`src/rtl/sdram_port_arb_if.sv`:
```
// Bundle of the two requester ports and the sdram_ctl-facing signals.
// The arbiter attaches through the slave modport; requesters and the
// controller sit on the master side.
interface sdram_port_arb_if #(
  parameter int ADDR_W = 25,
  parameter int DATA_W = 16
);
  logic              p0_req;
  logic              p0_we;
  logic [ADDR_W-1:0] p0_addr;
  logic [DATA_W-1:0] p0_wdata;
  logic              p0_ack;
  logic [DATA_W-1:0] p0_rdata;

  logic              p1_req;
  logic [ADDR_W-1:0] p1_addr;
  logic              p1_ack;
  logic [DATA_W-1:0] p1_rdata;

  logic [ADDR_W-1:0] mem_addr;
  logic              mem_write_en;
  logic [DATA_W-1:0] mem_data_in;
  logic              mem_go;
  logic [DATA_W-1:0] mem_data_out;
  logic              mem_data_ready;

  modport slave (
    input  p0_req, p0_we, p0_addr, p0_wdata,
    input  p1_req, p1_addr,
    input  mem_data_out, mem_data_ready,
    output p0_ack, p0_rdata, p1_ack, p1_rdata,
    output mem_addr, mem_write_en, mem_data_in, mem_go
  );

  modport master (
    output p0_req, p0_we, p0_addr, p0_wdata,
    output p1_req, p1_addr,
    output mem_data_out, mem_data_ready,
    input  p0_ack, p0_rdata, p1_ack, p1_rdata,
    input  mem_addr, mem_write_en, mem_data_in, mem_go
  );
endinterface

```
`src/rtl/sdram_port_arb.sv`:
```
// Two-port round-robin arbiter in front of sdram_ctl. One single-word
// transaction at a time; a hung controller is cut off by a timeout that
// returns 16'hDEAD to the requester and raises a sticky err.
//
// state     | meaning
// IDLE      | waiting for controller ready and a request
// ISSUE     | mem_go pulse to the controller
// WAIT_BUSY | waiting for the controller to drop data_ready
// WAIT_DONE | waiting for data_ready to return, then capture data_out
// RESP      | one-cycle ack to the granted port
module sdram_port_arb #(
  parameter int ADDR_W         = 25,
  parameter int DATA_W         = 16,
  parameter int TIMEOUT_CYCLES = 4096
) (
  input  logic            clk,
  input  logic            rst,
  sdram_port_arb_if.slave bus,
  output logic            err
);
  localparam int CNT_W = (TIMEOUT_CYCLES > 1) ? $clog2(TIMEOUT_CYCLES) : 1;
  localparam logic [CNT_W-1:0]  CNT_LAST   = CNT_W'(TIMEOUT_CYCLES - 1);
  localparam logic [DATA_W-1:0] RDATA_DEAD = DATA_W'(16'hDEAD);

  typedef enum logic [2:0] {IDLE, ISSUE, WAIT_BUSY, WAIT_DONE, RESP} state_t;

  state_t           state, state_nxt;
  logic             last_grant;  // 1 = port 1; also names the port in flight
  logic [CNT_W-1:0] tmo_cnt;
  logic             grant, grant_p1, tmo_hit, done_ok, done_tmo;

  // grant selection and completion decode
  always_comb begin
    grant    = (state == IDLE) && bus.mem_data_ready && (bus.p0_req || bus.p1_req);
    grant_p1 = bus.p1_req && (!bus.p0_req || !last_grant);
    tmo_hit  = (tmo_cnt == CNT_LAST);
    done_ok  = (state == WAIT_DONE) && bus.mem_data_ready;
    // a real completion wins over a timeout landing in the same cycle
    done_tmo = tmo_hit && ((state == WAIT_BUSY) ||
                           ((state == WAIT_DONE) && !bus.mem_data_ready));
  end

  // state register
  always_ff @(posedge clk or negedge rst) begin
    if (!rst) state <= IDLE;
    else      state <= state_nxt;
  end

  // next-state logic
  always_comb begin
    state_nxt = state;
    case (state)
      IDLE:      if (grant) state_nxt = ISSUE;
      ISSUE:     state_nxt = WAIT_BUSY;
      WAIT_BUSY: begin
        if (done_tmo)                 state_nxt = RESP;
        else if (!bus.mem_data_ready) state_nxt = WAIT_DONE;
      end
      WAIT_DONE: if (done_ok || done_tmo) state_nxt = RESP;
      RESP:      state_nxt = IDLE;
      default:   state_nxt = IDLE;
    endcase
  end

  // registered request fields, handshake outputs, timeout counter and err
  always_ff @(posedge clk or negedge rst) begin
    if (!rst) begin
      last_grant       <= 1'b1;
      tmo_cnt          <= '0;
      err              <= 1'b0;
      bus.mem_go       <= 1'b0;
      bus.mem_addr     <= '0;
      bus.mem_write_en <= 1'b0;
      bus.mem_data_in  <= '0;
      bus.p0_ack       <= 1'b0;
      bus.p1_ack       <= 1'b0;
      bus.p0_rdata     <= '0;
      bus.p1_rdata     <= '0;
    end else begin
      bus.mem_go <= grant;
      bus.p0_ack <= (done_ok || done_tmo) && !last_grant;
      bus.p1_ack <= (done_ok || done_tmo) && last_grant;
      if (grant) begin
        last_grant       <= grant_p1;
        tmo_cnt          <= '0;
        bus.mem_addr     <= grant_p1 ? bus.p1_addr : bus.p0_addr;
        bus.mem_write_en <= !grant_p1 && bus.p0_we;
        bus.mem_data_in  <= grant_p1 ? '0 : bus.p0_wdata;
      end else if ((state == WAIT_BUSY) || (state == WAIT_DONE)) begin
        tmo_cnt <= tmo_cnt + CNT_W'(1);
      end
      if (done_ok) begin
        if (last_grant) bus.p1_rdata <= bus.mem_data_out;
        else            bus.p0_rdata <= bus.mem_data_out;
      end
      if (done_tmo) begin
        err <= 1'b1;
        if (last_grant) bus.p1_rdata <= RDATA_DEAD;
        else            bus.p0_rdata <= RDATA_DEAD;
      end
    end
  end
endmodule

```
`src/flat_wrapper.sv`:
```
// flat-port wrapper written by rule: the top's interface ports become plain ports
module sdram_port_arb_flat 
#(
  parameter int ADDR_W         = 25,
  parameter int DATA_W         = 16,
  parameter int TIMEOUT_CYCLES = 4096
)
  (clk, rst, err, bus_p0_req, bus_p0_we, bus_p0_addr, bus_p0_wdata, bus_p1_req, bus_p1_addr, bus_mem_data_out, bus_mem_data_ready, bus_p0_ack, bus_p0_rdata, bus_p1_ack, bus_p1_rdata, bus_mem_addr, bus_mem_write_en, bus_mem_data_in, bus_mem_go);
  sdram_port_arb_if #(.ADDR_W(ADDR_W), .DATA_W(DATA_W)) bus_i ();
  input  logic clk;
  input  logic rst;
  output logic err;
  input wire logic [$bits(bus_i.p0_req)-1:0] bus_p0_req;
  input wire logic [$bits(bus_i.p0_we)-1:0] bus_p0_we;
  input wire logic [$bits(bus_i.p0_addr)-1:0] bus_p0_addr;
  input wire logic [$bits(bus_i.p0_wdata)-1:0] bus_p0_wdata;
  input wire logic [$bits(bus_i.p1_req)-1:0] bus_p1_req;
  input wire logic [$bits(bus_i.p1_addr)-1:0] bus_p1_addr;
  input wire logic [$bits(bus_i.mem_data_out)-1:0] bus_mem_data_out;
  input wire logic [$bits(bus_i.mem_data_ready)-1:0] bus_mem_data_ready;
  output wire logic [$bits(bus_i.p0_ack)-1:0] bus_p0_ack;
  output wire logic [$bits(bus_i.p0_rdata)-1:0] bus_p0_rdata;
  output wire logic [$bits(bus_i.p1_ack)-1:0] bus_p1_ack;
  output wire logic [$bits(bus_i.p1_rdata)-1:0] bus_p1_rdata;
  output wire logic [$bits(bus_i.mem_addr)-1:0] bus_mem_addr;
  output wire logic [$bits(bus_i.mem_write_en)-1:0] bus_mem_write_en;
  output wire logic [$bits(bus_i.mem_data_in)-1:0] bus_mem_data_in;
  output wire logic [$bits(bus_i.mem_go)-1:0] bus_mem_go;
  assign bus_i.p0_req = bus_p0_req;
  assign bus_i.p0_we = bus_p0_we;
  assign bus_i.p0_addr = bus_p0_addr;
  assign bus_i.p0_wdata = bus_p0_wdata;
  assign bus_i.p1_req = bus_p1_req;
  assign bus_i.p1_addr = bus_p1_addr;
  assign bus_i.mem_data_out = bus_mem_data_out;
  assign bus_i.mem_data_ready = bus_mem_data_ready;
  assign bus_p0_ack = bus_i.p0_ack;
  assign bus_p0_rdata = bus_i.p0_rdata;
  assign bus_p1_ack = bus_i.p1_ack;
  assign bus_p1_rdata = bus_i.p1_rdata;
  assign bus_mem_addr = bus_i.mem_addr;
  assign bus_mem_write_en = bus_i.mem_write_en;
  assign bus_mem_data_in = bus_i.mem_data_in;
  assign bus_mem_go = bus_i.mem_go;
  sdram_port_arb #(.ADDR_W(ADDR_W), .DATA_W(DATA_W), .TIMEOUT_CYCLES(TIMEOUT_CYCLES)) u_core (.clk(clk), .rst(rst), .bus(bus_i), .err(err));
endmodule
```
`config.mk`:
```
export PLATFORM = sky130hd
export DESIGN_NAME = sdram_port_arb_flat
export DESIGN_NICKNAME = d
export VERILOG_FILES = /design/src/rtl/sdram_port_arb_if.sv /design/src/rtl/sdram_port_arb.sv /design/src/flat_wrapper.sv
export SDC_FILE = /design/constraint.sdc
export NUM_CORES = 1
export LEC_CHECK = 0
export ABC_AREA = 1
export CORE_MARGIN = 1.5
export CORE_UTILIZATION = 40
export CTS_BUF_LIST = sky130_fd_sc_hd__clkbuf_4
export DETAILED_ROUTE_END_ITERATION = 6
export DONT_BUFFER_PORTS = 1
export HOLD_SLACK_MARGIN = 0.06
export PLACE_DENSITY = 0.62
export SLEW_MARGIN = 20
export SYNTH_ARGS = -nofsm -noshare
export SYNTH_HDL_FRONTEND = slang
export SYNTH_SLANG_ARGS = --single-unit
```
`constraint.sdc`:
```
create_clock -name clk -period 1.6 [get_ports clk]
set_input_delay 0.32 -clock clk [delete_from_list [all_inputs] [get_ports clk]]
set_output_delay 0.32 -clock clk [all_outputs]
set_load 0.05 [all_outputs]
```
Word-level counts from Yosys, hierarchy flattened
Cells that the tools add are included.
{ "classes": {"n_addsub": 1, "eq_ne": 7, "mux": 17, "reduce_logical": 21} }
{ "op_table": {"columns": ["op", "n"], "rows": [
  ["$mux 16", 9],
  ["$mux 25", 1],
  ["$mux 12", 2],
  ["$add 12x1->12 const B", 1],
  ["$eq 12x12->1 const B", 1],
  ["$mux 3", 4],
  ["$pmux 3 s4", 1],
  ["$logic_and 1x1->1", 9],
  ["$eq 3x2->1 const B", 2],
  ["$logic_or 1x1->1", 5],
  ["$logic_not 1->1", 4],
  ["$eq 3x1->1 const B", 1],
  ["$logic_not 3->1", 1],
  ["$ne 3x2->1 const B", 1],
  ["$reduce_and 3->1", 1],
  ["$ne 2x1->1 const B", 1],
  ["$ne 2x2->1 const B", 1],
  ["$reduce_bool 2->1", 1]
]} }
{ "totals": {"ff_bits": 94, "word_cells": 58} }

Depth between registers and ports, before layout
Gate-level depths: netlist of run 1.
{ "logic_depth": {"ltp_word": 7, "mapped_depth": 10} }

Worst setup path after synthesis of run 1
OpenSTA, ideal clock, no wires.
{ "synth_timing": {"path_type": "register to register", "from": "register u_core.tmo_cnt[1]", "to": "register (tool-made name)", "setup_time_ns": 0.122, "t_arrival_ns": 1.322, "slack_ns": 0.157, "stages_incl_launch_ff": 10, "n_path_buf": 1, "period_less_slack_ns": 1.443, "path_cell_list": "dfrtp_1 -> ha_1 -> inv_1 -> nor2_1 -> nand2_4 -> nor2_8 -> nand2_4 -> buf_6 -> o211ai_2 -> nand2_1"} }
{ "synth_rtl": {"columns": ["item", "line", "text"], "rows": [
  ["start, declared", "sdram_port_arb.sv:29", "logic [CNT_W-1:0] tmo_cnt;"],
  ["start signal, assigned", "sdram_port_arb.sv:90", "tmo_cnt <= tmo_cnt + CNT_W'(1);"]
]} }

==> impl_metrics.ini, run 1 <==
[final_layout]
final_cell_mix = 151 x nand2_1, 93 x dfrtp_1, 83 x dlygate4sd3_1
final_core_util = 0.529
syn2layout_area_growth_pct = 29.0
filler_cell_count = 990
nNetsFinal = 740
final_common_cell = nand2_1
antenna_cells = 0
layout-drive-gt1-share = 0.151
multiInputGateArea_um2 = 1990
fin_cells = 799
seqCellArea_um2 = 2350

[clock_tree]
htree_levels = 3
cts.sinks = 94
clkSlewWorstSetupHoldPaths_ns = 0.16
numCtsBuffers = 9
root_buffer = clkbuf_4
cts_buffer_depth = 2
cts_tree = done
clk_latency_ns = 0.44

[setup_path]
required_ns = 1.94
critPathMaxStageDelay_ns = 0.37
worstSetupStartpointType = flop
slowest_stage = dfrtp_1
cp_common_cell = nand2_4
crit_path_end_kind = flop
worstSetupPathType = flop to flop
cp.arrival_ns = 1.84
worst-path-max-fanout = 13
crit_path_cell_trace = ha_1, inv_1, nor2_2, nand2_4, nor2_8, nand2_4, o211ai_1, nand2_1

[pwr]
p_leak_uw = 0.00293
p_per_area_nw_per_um2 = 2000
ir_worst_vdd_uv = 1180

[sta]
finalMaxSlewViolations = 0
period_share = 0.936
setup_slack_ns = 0.103
max_freq_mhz = 668
skew_ns = 0.0230
slew_headroom = 0.647
hold_viol_final = 94
post-route-min-period_ns = 1.50
holdWs_ns = -0.453
tightest_slew_ns = 0.529
finalSetupViolations = 0

[logic_synthesis]
yosys_warnings = 0
syn_nets = 644
synth-seq-area-share = 0.505
syn_avg_cell_area_um2 = 8.40
synthTopCellsByArea = dfrtp_1 50%, nand2_1 12%, nor2_1 5.7%
synthesis.area_um2 = 4660
ys_ff_latch = 94
synth_ff_type = dfrtp_1
yosysTopAreaCell = dfrtp_1
synth_edf_count = 0
synth_top_area_frac = 0.499
yosysUniqueCellTypes = 35
synthCells = 555
async_flop_share = 1.00

[global_route]
grt_pass1_vias = 4148
antenna_found_initial = 0
global_route.usage.total = 0.202
grt_pass1_wl_um = 20100
grt_start_max_net_pins = 95
globalRoute.totalOverflow = 0

[routing]
dr_total_vias = 4122
drtIter0Drc = 332
routedWlPerCell_um = 15.3
drtPass1Iterations = 5
ant_nets = 0
wl_um = 12200
via_per_inst = 5.16
drcViolationCount = 0

[place]
dp_slack_ns = 0.0105
portBuffers = 0
dp_cells = 698
hpwl_um = 7350
place.gp.congestion = 0.895

[hold_path]
hold_class = primary input to asynchronous set/reset pin

[die]
die_x_um = 111
dieArea_um2 = 12300
die_h_um = 111
rows = 39
start_util = 0.410
core-area_um2 = 11400
ioPinCount = 166

[status]
violations = negative hold slack
status = complete, but fails checks

[job]
max-cap-violations = 0
## synth_stat cells, types with 2 or more instances
| master | count |
|---|---|
| a21oi_1 | 8 |
| nand3_1 | 53 |
| nand2_1 | 152 |
| dfrtp_1 | 93 |
| inv_1 | 38 |
| nand2_4 | 2 |
| nor3_1 | 4 |
| nand3_2 | 11 |
| buf_6 | 5 |
| nor2_1 | 71 |
| o211ai_1 | 3 |
| buf_4 | 4 |
| o31ai_1 | 25 |
| nand4_1 | 4 |
| o211ai_2 | 8 |
| o21ai_0 | 22 |
| nor2_2 | 3 |
| nand2_2 | 4 |
| buf_1 | 2 |
| buf_2 | 15 |
| clkbuf_1 | 4 |
| or2_2 | 11 |
## cell type report
| class | count | area share |
|---|---|---|
| tap | 143 | 0.0298 |
| inverter | 39 | 0.0248 |
| sequential | 94 | 0.391 |
| timing repair buffer | 117 | 0.192 |
| clock inverter | 7 | 0.0198 |
| clock buffer | 9 | 0.0112 |
| multi-input combinational | 390 | 0.331 |
## routing by layer
metal	GRT usage	vias to the layer above	wire [um]
met5	0	-	0
met2	0.336	168	5980
li1	-	1996	-
met3	0.0585	34	823
met1	0.241	1924	5020
met4	0.0906	0	410
## final timing paths
path	depth (start not counted)	slack, ns	to	start
setup / recovery	8	0.10	flop	u_core.tmo_cnt[0]
hold / removal	0	-0.45	asynchronous set/reset pin	rst
setup reg to reg	8	0.10	flop	u_core.tmo_cnt[0]
hold reg to reg	2	0.53	u_core.last_grant	u_core.last_grant
max in group asynchronous	0	1.83	u_core.last_grant	rst
min in group clk	4	0.10	flop	bus_mem_data_out[2]
## worst max-delay path: cells and delay by family (launching register included)
kind	cells	cell delay [ns]
flip-flops	1	0.37
AND/OR/NAND/NOR	5	0.66
adder cells (fa/ha/maj)	1	0.18
AO/OA/AOI/OAI	1	0.14
buffers and inverters	1	0.07
## metrics by stage
stage	TNS [ns]	cell area [um2]	total power, uW
2_1_floorplan	0	4660	9100
3_3_place_gp	0	4930	9950
3_5_place_dp	0	4930	10100
4_1_cts	0	5940	11900
5_1_grt	-0.000202	6010	12700
6_report	0	6010	12000
## timing repair
action,4_1_cts,5_1_grt
hold buffers,82,1
setup endpoints to repair,0,37
resized for setup,0,10
endpoints found under the hold margin,160,95
buffers inserted,0,2
## logic make-up after synthesis
logic type,after synthesis,synth area share
compound gates,70,0.107
fa+ha+maj,1,0.00268
buf+inv,71,0.0762
flops,94,0.505
simple gates,319,0.310
## power by group
part           leakage [uW]  total (uW)  internal, uW  switching (uW)
clock             0.0000946        1630           797             828
sequential          0.00120        6640          3290            3350
combinational       0.00164        3740          1460            2280
(Power assumes the default switching activity.)
==> inputs of run 2 (changes only) <==
--- a/config.mk
+++ b/config.mk
@@ -12,6 +12,7 @@
 export DETAILED_ROUTE_END_ITERATION = 6
 export DONT_BUFFER_PORTS = 1
 export HOLD_SLACK_MARGIN = 0.06
+export MAX_ROUTING_LAYER = met4
 export PLACE_DENSITY = 0.62
 export SLEW_MARGIN = 20
 export SYNTH_ARGS = -nofsm -noshare
==> run 2 against run 1 <==
  * The run still ends with negative hold slack left
  * Core utilization fell by 0.088 points
  * Clock skew up 0.0013 ns
  * Total power hardly changed
  * First-iteration DRC count is 0.90% higher
  * Design area fell by 0.17%
  * Critical path type unchanged
  * Largest cell class unchanged
==> impl_metrics.ini, run 2 (synthesis gave the netlist of run 1 again) <==
[sta]
finalMaxSlewViolations = 0
period_share = 0.943
tightest_slew_ns = 0.529
holdWs_ns = -0.453
skew_ns = 0.0243
slew_headroom = 0.647
post-route-min-period_ns = 1.51
hold_viol_final = 94
tns_ns = 0
rsz0062_at_grt = false
max_freq_mhz = 663
finalSetupViolations = 0

[global_route]
grt_pass1_vias = 4134
globalRoute.totalOverflow = 0
grt_pass1_wl_um = 20200
global_route.usage.total = 0.207
antenna_found_initial = 0
grt_start_max_net_pins = 95

[setup_path]
slowest_stage = dfrtp_1
worstSetupPathType = flop to flop
cp_common_cell = nand2_4
crit_path_cell_trace = ha_1, inv_1, nor2_2, nand2_4, nor2_8, nand2_4, o211ai_1, nand2_1
critPathMaxStageDelay_ns = 0.38
cp.arrival_ns = 1.85
required_ns = 1.94
worstSetupStartpointType = flop
crit_path_end_kind = flop
worst-path-max-fanout = 13

[routing]
ant_nets = 0
dr_total_vias = 4110
via_per_inst = 5.15
routedWlPerCell_um = 15.3
drtIter0Drc = 335
drcViolationCount = 0
wl_um = 12200
drtPass1Iterations = 5

[final_layout]
antenna_cells = 0
final_core_util = 0.528
filler_cell_count = 992
final_cell_mix = 151 x nand2_1, 93 x dfrtp_1, 82 x dlygate4sd3_1
final_common_cell = nand2_1
syn2layout_area_growth_pct = 28.7
nNetsFinal = 739
layout-drive-gt1-share = 0.151
finalInstanceArea_um2 = 6000

[pwr]
p_leak_uw = 0.00293
power_uw = 12000
p_per_area_nw_per_um2 = 2000
ir_worst_vdd_uv = 1190

[place]
place.gp.congestion = 0.911
placed_area_um2 = 4930
hpwl_um = 7350
portBuffers = 0

[hold_path]
hold_class = primary input to asynchronous set/reset pin

[die]
start_util = 0.410
dieArea_um2 = 12300
die_x_um = 111
ioPinCount = 166
core-area_um2 = 11400
rows = 39
die_h_um = 111

[status]
status = complete, but fails checks
violations = negative hold slack

[clock_tree]
htree_levels = 3
numCtsBuffers = 9
hold_buffers = 82
clk_latency_ns = 0.44
clkSlewWorstSetupHoldPaths_ns = 0.16
cts_tree = done
cts.sinks = 94
root_buffer = clkbuf_4
cts_buffer_depth = 2

[job]
max-cap-violations = 0
## run 2: changes by cell type in the layout (fill, tap and decap cells not counted), sizes merged
cell         before  now
dlygate4sd3      83   82
## run 2: final cells by class
| type | instances | area, um2 | share of cell area |
|---|---|---|---|
| sequential | 94 | 2350 | 0.392 |
| timing repair buffer | 116 | 1140 | 0.190 |
| tap | 143 | 179 | 0.0298 |
| multi-input combinational | 390 | 1990 | 0.332 |
| inverter | 39 | 149 | 0.0248 |
| clock inverter | 7 | 119 | 0.0198 |
| clock buffer | 9 | 67.6 | 0.0113 |
## run 2: final timing paths
path	from	endpoint	slack, ns	cells after the start
max	u_core.tmo_cnt[1]	flop	0.09	8
min	rst	asynchronous set/reset pin	-0.45	0
max reg2reg	u_core.tmo_cnt[1]	flop	0.09	8
min reg2reg	u_core.last_grant	u_core.last_grant	0.53	2
max in group asynchronous	rst	u_core.last_grant	1.84	0
min in group clk	bus_mem_data_out[2]	flop	0.10	4
## run 2: power by group
part           switching [uW]  internal, uW
clock                     825           797
combinational            2280          1450
sequential               3350          3290
## run 2: critical path, delay by kind of cell, from the launching register on
family | cells | cell delay [ns]
AO/OA/AOI/OAI | 1 | 0.14
flip-flops | 1 | 0.38
adder cells (fa/ha/maj) | 1 | 0.18
AND/OR/NAND/NOR | 5 | 0.66
buffers and inverters | 1 | 0.07
## run 2: per-layer routing
layer / global-route usage / vias up / wire length (um) / share of wire
li1: - / 1990 / - / -
met4: 0.0983 / 0 / 395 / 0.032
met2: 0.335 / 155 / 5990 / 0.49
met1: 0.248 / 1931 / 5130 / 0.42
met3: 0.0421 / 34 / 708 / 0.058
met5: - / - / 0 / 0
## run 2: stage by stage
stage                     setup WS, ns  instances
after floorplan                  0.157        555
after global placement          0.0927        698
after detailed placement        0.0105        698
after CTS                      0.00459        796
after global routing           0.00557        798
final                           0.0916        798
## run 2: timing repair
action / in CTS / in global routing
resized for setup: 0 / 10
endpoints found under the hold margin: 160 / 94
setup buffers: 0 / 2
setup endpoints to repair: 0 / 37
==> inputs of run 3 (changes only) <==
--- a/config.mk
+++ b/config.mk
@@ -11,7 +11,7 @@
 export CTS_BUF_LIST = sky130_fd_sc_hd__clkbuf_4
 export DETAILED_ROUTE_END_ITERATION = 6
 export DONT_BUFFER_PORTS = 1
-export HOLD_SLACK_MARGIN = 0.06
+export HOLD_SLACK_MARGIN = 0.12
 export MAX_ROUTING_LAYER = met4
 export PLACE_DENSITY = 0.62
 export SLEW_MARGIN = 20
==> constraint.sdc (replaced) <==
create_clock -name clk -period 1.6 [get_ports clk]
set_input_delay 0.24 -clock clk [delete_from_list [all_inputs] [get_ports clk]]
set_output_delay 0.24 -clock clk [all_outputs]
set_load 0.05 [all_outputs]
==> run 3 against run 2 <==
  * Clock power barely moved
  * Cell count rose by 0.38%
  * Clock skew fell by 0.0037 ns
  * Routed wire length rose by 1.7%
  * Die area did not move
  * Total power rose by 0.19%
  * Worst setup slack barely moved
  * First-iteration DRC count fell by 19%
  * The run still ends with negative hold slack left
  * Critical path type unchanged
  * Largest cell class unchanged
  * Clock-buffer cell count did not move
  * Global-route usage rose by 0.27 points
==> impl_metrics.ini, run 3 (synthesis gave the netlist of run 1 again) <==
[routing]
ant_nets = 0
wl_um = 12400
via_per_inst = 5.13
drtIter0Drc = 271
routedWlPerCell_um = 15.5
drtPass1Iterations = 4
drcViolationCount = 0
dr_total_vias = 4111

[setup_path]
worstReg2RegStart = u_core.state[2]
worst-path-max-fanout = 36
critPathLaunch = u_core.state[2]
crit_path_end_kind = flop
required_ns = 1.95
cp.arrival_ns = 1.86
slowest_stage = dfrtp_1
worstSetupStartpointType = flop
critPathMaxStageDelay_ns = 0.44
worstSetupPathType = flop to flop
crit_path_cell_trace = nor2_2, nand4_4, buf_4, o31ai_1

[global_route]
grt_start_max_net_pins = 95
global_route.usage.total = 0.210
grt_pass1_vias = 4177
grt_pass1_wl_um = 20400
globalRoute.totalOverflow = 0
antenna_found_initial = 0

[die]
ioPinCount = 166
core-area_um2 = 11400
die_x_um = 111
start_util = 0.410
dieArea_um2 = 12300
rows = 39
die_h_um = 111

[final_layout]
final_core_util = 0.531
antenna_cells = 0
nNetsFinal = 742
syn2layout_area_growth_pct = 29.4
layout-drive-gt1-share = 0.150
final_cell_mix = 151 x nand2_1, 93 x dfrtp_1, 85 x dlygate4sd3_1
finalInstanceArea_um2 = 6030
final_common_cell = nand2_1

[pwr]
ir_worst_vdd_uv = 1290
internal_power_uw = 5540
clkPwrFrac = 0.135
switching_share = 0.539
p_leak_uw = 0.00294
seqPwrFrac = 0.552
power_uw = 12000
power.switching_uw = 6480
p_per_area_nw_per_um2 = 1990
p_comb_frac = 0.313

[sta]
tns_ns = 0
post-route-min-period_ns = 1.51
tightest_slew_ns = 0.530
slew_headroom = 0.647
rsz0062_at_grt = false
finalMaxSlewViolations = 0
max_freq_mhz = 663
finalSetupViolations = 0
skew_ns = 0.0206
period_share = 0.943
hold_viol_final = 94
holdWs_ns = -0.538

[clock_tree]
clk_latency_ns = 0.45
cts_tree = done
htree_levels = 3
root_buffer = clkbuf_4
clkSlewWorstSetupHoldPaths_ns = 0.16
numCtsBuffers = 9
cts_buffer_depth = 2
cts.sinks = 94
hold_buffers = 85

[status]
violations = negative hold slack
status = complete, but fails checks

[place]
portBuffers = 0
place.gp.congestion = 0.911
hpwl_um = 7350
placed_area_um2 = 4930

[hold_path]
hold_class = primary input to asynchronous set/reset pin

[job]
max-cap-violations = 0
[run 3: worst max-delay path: cells and delay by family, from the launching register on]
family	cells	cell delay [ns]
buf+inv	1	0.27
compound gates	1	0.31
flops	1	0.44
simple gates	2	0.39
[run 3: per-layer routing]
metal	part of all wire	global-route usage	vias up
met4	0.029	0.103	0
met5	0	-	-
met3	0.058	0.0437	28
met2	0.50	0.339	150
met1	0.42	0.250	1935
li1	-	-	1998
[run 3: layout make-up]
type,count,area (um2)
tap,143,179
sequential,94,2350
clock buffer,9,67.6
timing repair buffer,119,1170
multi-input combinational,390,1990
clock inverter,7,119
inverter,39,149
fill,989,5340
[run 3: worst paths after layout]
check,depth (start not counted),slack (ns),endpoint
max in group asynchronous,0,1.93,u_core.last_grant
min in group clk,4,0.18,u_core.tmo_cnt[1]
worst max register to register,4,0.09,u_core.bus.mem_addr[6]
worst min register to register,2,0.53,u_core.last_grant
worst min-delay path,0,-0.54,asynchronous set/reset pin
worst max-delay path,4,0.09,u_core.bus.mem_addr[6]
[run 3: timing repair]
action / in CTS / in global routing
gates resized for setup: 0 / 10
endpoints found under the setup margin: 0 / 36
setup buffers: 0 / 2
hold endpoints to repair: 170 / 94
[run 3: metrics by stage]
stage	hold WS, ns	setup slack, ns	instances
after floorplan	-0.0556	0.157	555
after global placement	-0.0539	0.0927	698
after detailed placement	-0.0536	0.0105	698
after CTS	-0.578	0.00459	799
after global routing	-0.579	0.00546	801
final	-0.538	0.0917	801
[run 3: power groups by stage]
stage / Clock (uW) / Combinational (uW) / Sequential, uW
after detailed placement: 0 / 3400 / 6660
after CTS: 1680 / 3560 / 6630
after global placement: 0 / 3280 / 6670
final: 1630 / 3760 / 6640
after global routing: 1770 / 4160 / 6750
after floorplan: 0 / 2150 / 6950
